<file path="src/rtl/ack_bus_pkg.sv">
// Shared constants for the ACK-bus scheduler: arbitration modes, FSM state
// encoding and the legacy requester IDs.
package ack_bus_pkg;

    localparam logic ACK_MODE_FIXED = 1'b0;
    localparam logic ACK_MODE_RR    = 1'b1;

    localparam logic [0:0] ACK_IDLE  = 1'b0;
    localparam logic [0:0] ACK_GRANT = 1'b1;

    localparam int ID_MEM  = 0;
    localparam int ID_SHA  = 1;
    localparam int ID_AES  = 2;
    localparam int ID_CTRL = 3;

endpackage

</file>
<file path="src/rtl/ack_rr_pick.sv">
// Combinational rotating-priority picker: returns the first set request
// scanning from ptr (round-robin) or from index 0 (fixed priority).
module ack_rr_pick
    import ack_bus_pkg::*;
#(
    parameter  int N_SRC = 4,
    localparam int ID_W  = $clog2(N_SRC)
) (
    input  logic [N_SRC-1:0] req,
    input  logic [ID_W-1:0]  ptr,
    input  logic             mode,
    output logic             valid,
    output logic [ID_W-1:0]  idx
);

    int base;
    int j;

    always_comb begin
        valid = 1'b0;
        idx   = '0;
        j     = 0;
        base  = (mode == ACK_MODE_RR) ? int'(ptr) : 0;
        if (base >= N_SRC) base = 0;
        // Scan from the far end so the last hit written is the nearest to base.
        for (int k = N_SRC - 1; k >= 0; k--) begin
            j = base + k;
            if (j >= N_SRC) j = j - N_SRC;
            if (req[j]) begin
                valid = 1'b1;
                idx   = ID_W'(j);
            end
        end
    end

endmodule

</file>
<file path="src/rtl/ack_bus_sched.sv">
// Clocked ACK-bus arbiter: grants one requester at a time and holds the grant
// until done, requester abort or timeout; one IDLE cycle between grants.
module ack_bus_sched
    import ack_bus_pkg::*;
#(
    parameter  int N_SRC       = 4,
    parameter  int MODE        = 0,
    parameter  int TIMEOUT_CYC = 64,
    localparam int ID_W        = $clog2(N_SRC)
) (
    input  logic             clk,
    input  logic             rst,
    input  logic [N_SRC-1:0] req_i,
    input  logic             done_i,
    output logic [N_SRC-1:0] grant_o,
    output logic [ID_W-1:0]  winner_id_o,
    output logic             ack_event_o,
    output logic             busy_o,
    output logic             timeout_o
);

    localparam int CNT_W = (TIMEOUT_CYC > 0) ? $clog2(TIMEOUT_CYC + 1) : 1;
    localparam logic [CNT_W-1:0] CNT_LAST = CNT_W'(TIMEOUT_CYC - 1);
    localparam logic MODE_BIT = (MODE == 1) ? ACK_MODE_RR : ACK_MODE_FIXED;

    logic [0:0]       state_q, state_d;
    logic [N_SRC-1:0] grant_q, grant_d;
    logic [ID_W-1:0]  winner_q, winner_d;
    logic             ack_q, ack_d;
    logic             timeout_q, timeout_d;
    logic [CNT_W-1:0] hold_cnt_q, hold_cnt_d;
    logic [ID_W-1:0]  rr_ptr_q, rr_ptr_d;

    logic             pick_valid;
    logic [ID_W-1:0]  pick_idx;
    logic             release_now;

    ack_rr_pick #(.N_SRC(N_SRC)) u_pick (
        .req   (req_i),
        .ptr   (rr_ptr_q),
        .mode  (MODE_BIT),
        .valid (pick_valid),
        .idx   (pick_idx)
    );

    always_comb begin
        state_d     = state_q;
        grant_d     = grant_q;
        winner_d    = winner_q;
        ack_d       = 1'b0;
        timeout_d   = 1'b0;
        hold_cnt_d  = hold_cnt_q;
        rr_ptr_d    = rr_ptr_q;
        release_now = 1'b0;

        if (state_q == ACK_IDLE) begin
            if (pick_valid) begin
                state_d    = ACK_GRANT;
                grant_d    = N_SRC'(1) << pick_idx;
                winner_d   = pick_idx;
                ack_d      = 1'b1;
                hold_cnt_d = '0;
            end
        end else begin
            // done beats abort beats timeout, so a same-edge done never pulses timeout
            if (done_i || !req_i[winner_q]) begin
                release_now = 1'b1;
            end else if (TIMEOUT_CYC != 0 && hold_cnt_q == CNT_LAST) begin
                release_now = 1'b1;
                timeout_d   = 1'b1;
            end else if (hold_cnt_q != '1) begin
                hold_cnt_d = hold_cnt_q + 1'b1;
            end

            if (release_now) begin
                state_d = ACK_IDLE;
                grant_d = '0;
                if (MODE_BIT == ACK_MODE_RR)
                    rr_ptr_d = (winner_q == ID_W'(N_SRC - 1)) ? '0 : winner_q + 1'b1;
            end
        end
    end

    always_ff @(posedge clk or posedge rst) begin
        if (rst) begin
            state_q    <= ACK_IDLE;
            grant_q    <= '0;
            winner_q   <= '0;
            ack_q      <= 1'b0;
            timeout_q  <= 1'b0;
            hold_cnt_q <= '0;
            rr_ptr_q   <= '0;
        end else begin
            state_q    <= state_d;
            grant_q    <= grant_d;
            winner_q   <= winner_d;
            ack_q      <= ack_d;
            timeout_q  <= timeout_d;
            hold_cnt_q <= hold_cnt_d;
            rr_ptr_q   <= rr_ptr_d;
        end
    end

    assign grant_o     = grant_q;
    assign winner_id_o = winner_q;
    assign ack_event_o = ack_q;
    assign busy_o      = (state_q == ACK_GRANT);
    assign timeout_o   = timeout_q;

endmodule

</file>
<file path="config.mk">
export PLATFORM = sky130hd
export DESIGN_NAME = ack_bus_sched
export DESIGN_NICKNAME = d
export VERILOG_FILES = /design/src/rtl/ack_bus_pkg.sv /design/src/rtl/ack_rr_pick.sv /design/src/rtl/ack_bus_sched.sv
export SDC_FILE = /design/constraint.sdc
export NUM_CORES = 1
export LEC_CHECK = 0
export ABC_CLOCK_PERIOD_IN_PS = 2100
export BUFFER_PORTS_ARGS = -buffer_cell sky130_fd_sc_hd__buf_4
export CAP_MARGIN = 20
export CORE_AREA = 4 4 51 53
export CTS_BUF_LIST = sky130_fd_sc_hd__clkbuf_2 sky130_fd_sc_hd__clkbuf_4 sky130_fd_sc_hd__clkbuf_8
export CTS_CLUSTER_SIZE = 10
export DETAILED_ROUTE_END_ITERATION = 7
export DIE_AREA = 0 0 55 57
export GPL_TIMING_DRIVEN = 0
export PLACE_DENSITY = 0.67
export SKIP_LAST_GASP = 1
export SLEW_MARGIN = 20
export SYNTH_ARGS = -nofsm -noshare
export SYNTH_HDL_FRONTEND = slang
export SYNTH_SLANG_ARGS = --single-unit
</file>
<file path="constraint.sdc">
create_clock -name clk -period 2.1 [get_ports clk]
set_input_delay 0.42 -clock clk [delete_from_list [all_inputs] [get_ports clk]]
set_output_delay 0.42 -clock clk [all_outputs]
set_load 0.03 [all_outputs]
</file>
# --- After elaboration in Yosys (flattened, before gate mapping) ---
# Index checks and enable logic that the tools add are counted.
word_totals:
  regBits: 16
  input_bits: 7
  output_inout_bits: 9
  wordCells: 49
op_classes:
  addsub: 1
  order_cmp: 1
  n_eq_ne: 6
  n_shift: 1
  mux: 27
  n_bitwise: 1
  reduce_logical: 6
ops:
  columns: ["operator", "count"]
  rows:
  - ["7-bit 2-to-1 mux", 5]
  - ["1-bit 2-to-1 mux", 14]
  - ["4-bit 2-to-1 mux", 3]
  - ["2-bit 2-to-1 mux", 4]
  - ["7-bit by 1-bit adder with 7-bit output (second input constant)", 1]
  - ["7-bit by 6-bit equality test with 1-bit output (second input constant)", 1]
  - ["7-bit != test (second input constant)", 1]
  - ["2-bit by 1-bit != test with 1-bit output (second input constant)", 2]
  - ["2-bit != test (second input constant)", 2]
  - ["2-bit AND reduction", 2]
  - ["4-bit AND reduction", 1]
  - ["1-bit by 2-bit << shifter with 4-bit output (first input constant)", 1]
  - ["2-bit by 3-bit less-than comparator with 1-bit output (second input constant)", 1]
  - ["1-bit binary-select mux with 2-bit select", 1]
  - ["2-bit nonzero test", 1]
  - ["1-bit logical NOT", 1]
  - ["1-bit logical OR", 1]
  - ["1-bit inverter", 1]

# --- Depth between registers and ports, before layout ---
depth:
  word_depth: 8
  mapped_depth: 6

# --- Modules after synthesis ---
# Synthesis repeated with hierarchy kept, for this count alone.
hier_totals:
  cells_unflattened: 107
  hier_area_um2: 977.2
by_module_without_submodules:
  columns: ["mod", "n_inst", "cells_each", "area_per_inst_um2", "seq_area_each_um2"]
  rows:
  - ["ack_bus_sched", 1, 75, 794.5, 400.4]
  - ["ack_rr_pick", 1, 32, 182.7, 0.0]

# --- Worst setup path after synthesis ---
# No wires, ideal clock.
synth_path:
  path_type: "register -> register"
  startpoint: "register state_q, in the netlist busy_o"
  endpoint: "register hold_cnt_q[2]"
  setup_time_ps: 126
  t_arrival_ps: 1543
  path_slack_ps: 431
  stages_incl_launch_ff: 6
  n_path_buf: 1
  synth_period_minus_slack_ps: 1669
  path_cell_list: "dfrtp_1 > buf_4 > nand3b_2 > a2bb2oi_4 > or2_4 > a311o_1"
synth_via:
  elab_chain_len: 2
  elab_cells_between_ends: 6
  cone_classes: "3 x eq/ne; 1 x mux; 2 x reduce/logical"
synth_lines:
  columns: ["element", "line", "text"]
  rows:
  - ["from (decl)", "ack_bus_sched.sv:26", "logic [0:0] state_q, state_d;"]
  - ["from (signal assigned)", "ack_bus_sched.sv:94", "state_q <= state_d;"]
  - ["2-bit by 1-bit != test with 1-bit output (no line) (tied with other cells)", null, null]
  - ["4-bit AND reduction (no line)", null, null]
  - ["to (signal assigned)", "ack_bus_sched.sv:99", "hold_cnt_q <= hold_cnt_d;"]
  - ["to (decl)", "ack_bus_sched.sv:31", "logic [CNT_W-1:0] hold_cnt_q, hold_cnt_d;"]
# Parallel ways exist; a longest one is shown, timed or not.
# A chain may end at the register's enable or synchronous reset.

# --- Final worst setup path ---
layout_path:
  startpoint: "register hold_cnt_q[0]"
  endpoint: "register hold_cnt_q[2]"
layout_via:
  elab_chain_len: 5
  elab_cells_between_ends: 10
  cone_classes: "1 x add/sub; 4 x eq/ne; 4 x mux; 1 x reduce/logical"
layout_lines:
  columns: ["element", "line", "text"]
  rows:
  - ["7-bit by 1-bit adder with 7-bit output", "ack_bus_sched.sv:72", "hold_cnt_d = hold_cnt_q + 1'b1;"]
  - ["7-bit 2-to-1 mux", "ack_bus_sched.sv:71", "end else if (hold_cnt_q != '1) begin"]
  - ["7-bit 2-to-1 mux", "ack_bus_sched.sv:68", "end else if (TIMEOUT_CYC != 0 && hold_cnt_q == CNT_LAST) begin"]
  - ["7-bit 2-to-1 mux", "ack_bus_sched.sv:66", "if (done_i || !req_i[winner_q]) begin"]
  - ["7-bit 2-to-1 mux", "ack_bus_sched.sv:56", "if (state_q == ACK_IDLE) begin"]
# Parallel ways exist; a longest one is shown, timed or not. The select of a mux whose other input is x is not followed.

==> results by group <==
STA
  – Final Slew Violations: 0
  – Fmax: between 0.6 and 0.7 GHz
  – Min Clock Period, post-route: around 1.6 ns
  – RSZ-0062 raised after global routing: false
  – Setup TNS: 0 ns
  – Skew final: approximately 0.0055 ns
  – Final period utilization: 0.776
  – Fin Hold WS: a little under 0.2 ns
  – Final setup fails: 0
  – Final WS setup: roughly 0.47 ns
  – Final hold vios: 0
  – Slew margin rel.: 0.600
  – Worst slew pin tran: 0.599 ns

Floorplan
  – Die width: approximately 55 µm
  – I/O pins: 16
  – Starting Density: 0.388
  – Num rows: 17
  – Core area: about 0.0021 mm²
  – Die H: approximately 57 µm
  – Die area: 0.00314 mm²

Placed design
  – Place WS: 0.429 ns
  – Dpl cells: about 120
  – Buffers on Ports: 15
  – Final Wtd Congestion: approximately 0.83
  – Area post-placement: around 980 µm²
  – Final HPWL DP: ~1200 µm

Route
  – Residual DRC: 0
  – DRT Wirelength: approximately 1700 µm
  – DR pass1 iterations: 2
  – Vias per Instance: 5.32
  – Antenna Nets Post-Route: 0
  – First DRT Iteration DRCs: 12
  – Total number of vias: 670
  – WL/cell: ~13 µm

GRT
  – Met1 Use GR: 0.171
  – GRT Resource Usage Total: 0.122
  – Initial antenna violation count: 0
  – Largest net degree at the start of global routing: 17
  – M3 GR Usage: 0.0313
  – GRT met2 Usage: 0.181
  – First-pass GRT wire length: between 2000 and 3000 µm
  – GR peak layer: met2
  – GRT Residual Overflow: 0
  – Vias in the first global route: approximately 640

Clocking
  – H-tree level count: 1
  – Post_cts resized: 0
  – Post-CTS setup buffers: 0
  – Worst-path clk slew: 0.10 ns
  – Number of clock sinks: 16
  – CTS tree: yes
  – Clock latency on the worst-skew pair: 0.28 ns
  – CTS buffer count: 3
  – Clk buf depth: 2
  – CTS hold repair buffers: 0
  – Clock Tree Root: clkbuf_4

Critical path
  – Crit. End Element: flop
  – R2R depth: 5
  – Required @ worst endpoint: about 2.3 ns
  – Startpoint Class: flop
  – Start point of the critical path: hold_cnt_q[0]
  – Kind of critical path: flop to flop
  – Max FO, Critical Path: 5
  – Crit path DAT: roughly 1.8 ns
  – Worst flop-to-flop path startpoint: hold_cnt_q[0]

Power
  – Peak VDD IR: about 0.62 mV
  – NetSw: ~0.46 mW
  – Sw Ratio: 0.395
  – Combinational share of power: 0.448
  – Total chip power: 1.17 mW
  – Pwr Density: about 1100 mW/mm²
  – Int Power: between 0.7 and 0.8 mW
  – Clock power frac: 0.173
  – Flop pwr share: 0.379
  – Leakage: 0.468 nW

Layout
  – Non-Filler Instances: 126
  – # fillers: between 200 and 250
  – Diode count: 0
  – Area of the multi-input gates: between 400 and 500 µm²
  – Final net count: around 110
  – Share of cells above drive strength 1: 0.276
  – Area Overhead vs Synth: 22.0%
  – Finished Cell Area: between 0.001 and 0.0015 mm²
  – Post-layout util: 0.474
  – Seq. cell area: 400 µm²

Synth
  – Synth Cell Area: between 800 and 900 µm²
  – Number of synthesized register bits: 16
  – Post-Synth XOR/XNOR Area: 0.0210
  – Multiplexer share of the synthesized area: 0.0255
  – Post-Syn Nets: just under 90
  – Syn avg cell area: 10.6 µm²
  – Post-synthesis compound-gate area fraction: 0.234
  – Simple-Gate Fraction of Synth Area: 0.184
  – Yosys Warn Count: 0
  – Synth unique cells: 32
  – Area share of fa/ha/maj cells after synthesis: 0.0150
  – Largest family of logic cells by synthesized area: compound AO/OA/AOI/OAI gates
  – Gate Count Post-Synth: a little under 80
  – Sequential fraction of the synthesis area: 0.480

Status
  – Outcome: finished, final reports clean

Min path
  – Hold WC Path Type: input pin to async pin

Run
  – Max Cap Viol: 0
==> flip-flops by register name, indices dropped and copies added, names as in the netlist <==
| signal | cells |
|---|---|
| hold_cnt_q | 7 |
| timeout_o | 1 |
| grant_o | 4 |
| ack_event_o | 1 |
| winner_id_o | 2 |
| busy_o | 1 |
==> layout make-up <==
type                       count  area share
sequential                    16       0.393
timing repair buffer          15       0.111
tap                           28      0.0344
multi-input combinational     56       0.393
clock buffer                   4      0.0356
buffer                         2      0.0147
inverter                       5      0.0184
==> per-layer routing <==
layer,vias up,wire length [µm]
met5,-,0
met3,3,96
met4,0,16
met2,15,773
met1,323,775
li1,329,-
==> cells in the mapped netlist (all sizes together) <==
cell type   n  area (µm²)
nand3       4        20.0
nor3b       3        27.5
nor2        7        26.3
a311o       1        10.0
a21o        1        7.51
a32o        1        10.0
or2         1        8.76
o211ai      6        45.0
ha          1        12.5
o22a        2        17.5
mux2i       1        10.0
o21bai      1        7.51
nor4        1        6.26
dfrtp      16         400
o21ai       8        40.0
xor2        2        17.5
inv         5        18.8
mux2        1        11.3
a22o        3        26.3
or3         1        6.26
nand3b      1        11.3
and2        1        6.26
a2bb2oi     1        26.3
and3        1        6.26
nand2       3        11.3
a21oi       1        5.00
nor2b       1        6.26
nor3        1        10.0
buf         2        15.0
or4         1        7.51
==> cell usage in the layout, fill, tap and decap left out <==
cell type,instances
a32o_1,1
nor3b_2,1
a21o_1,1
clkbuf_4,3
inv_1,5
o21bai_1,1
nand3_1,4
mux2_2,1
buf_4,17
o211ai_1,6
or2_4,1
a311o_1,1
nor4_1,1
nor3b_1,2
nand3b_2,1
a2bb2oi_4,1
and3_1,1
o21ai_0,7
a22o_1,3
clkbuf_8,1
nand2_1,3
nor2_1,7
xor2_1,2
o21ai_1,1
nor2b_1,1
a21oi_1,1
ha_1,1
mux2i_1,1
nor3_2,1
and2_1,1
or4_1,1
or3_1,1
o22a_1,2
dfrtp_1,16
==> power by group through the flow <==
stage / clock (mW) / combinational (mW) / sequential (mW)
finish: 0.203 / 0.524 / 0.443
detailed placement: 0 / 0.532 / 0.450
floorplan: 0 / 0.264 / 0.552
global route: 0.225 / 0.574 / 0.456
global placement: 0 / 0.523 / 0.447
CTS: 0.214 / 0.532 / 0.445
==> kinds of logic after synthesis <==
kind of cell	Yosys count
muxes	2
xor gates and xnor gates	2
buffers and inverters	7
and+or+nand+nor	26
AOI/OAI and AO/OA	25
DFF	16
adders and majority gates	1
==> path summary, 6_finish.rpt <==
| path | endpoint | slack [ns] |
|---|---|---|
| min | hold_cnt_q[5] | 0.20 |
| min in group clk | grant_o[3] | 0.40 |
| max in group asynchronous | hold_cnt_q[1] | 1.51 |
| max | hold_cnt_q[2] | 0.47 |
| max reg2reg | hold_cnt_q[2] | 0.47 |
| min reg2reg | grant_o[1] | 0.51 |
==> worst max-delay path, stage by stage (launching register included) <==
cell and delay, ns:
dfrtp_1 0.43, ha_1 0.24, nand3_1 0.15, nor2_1 0.13, or2_4 0.27, a311o_1 0.31
Note: power is estimated with default switching activity, not from simulation.
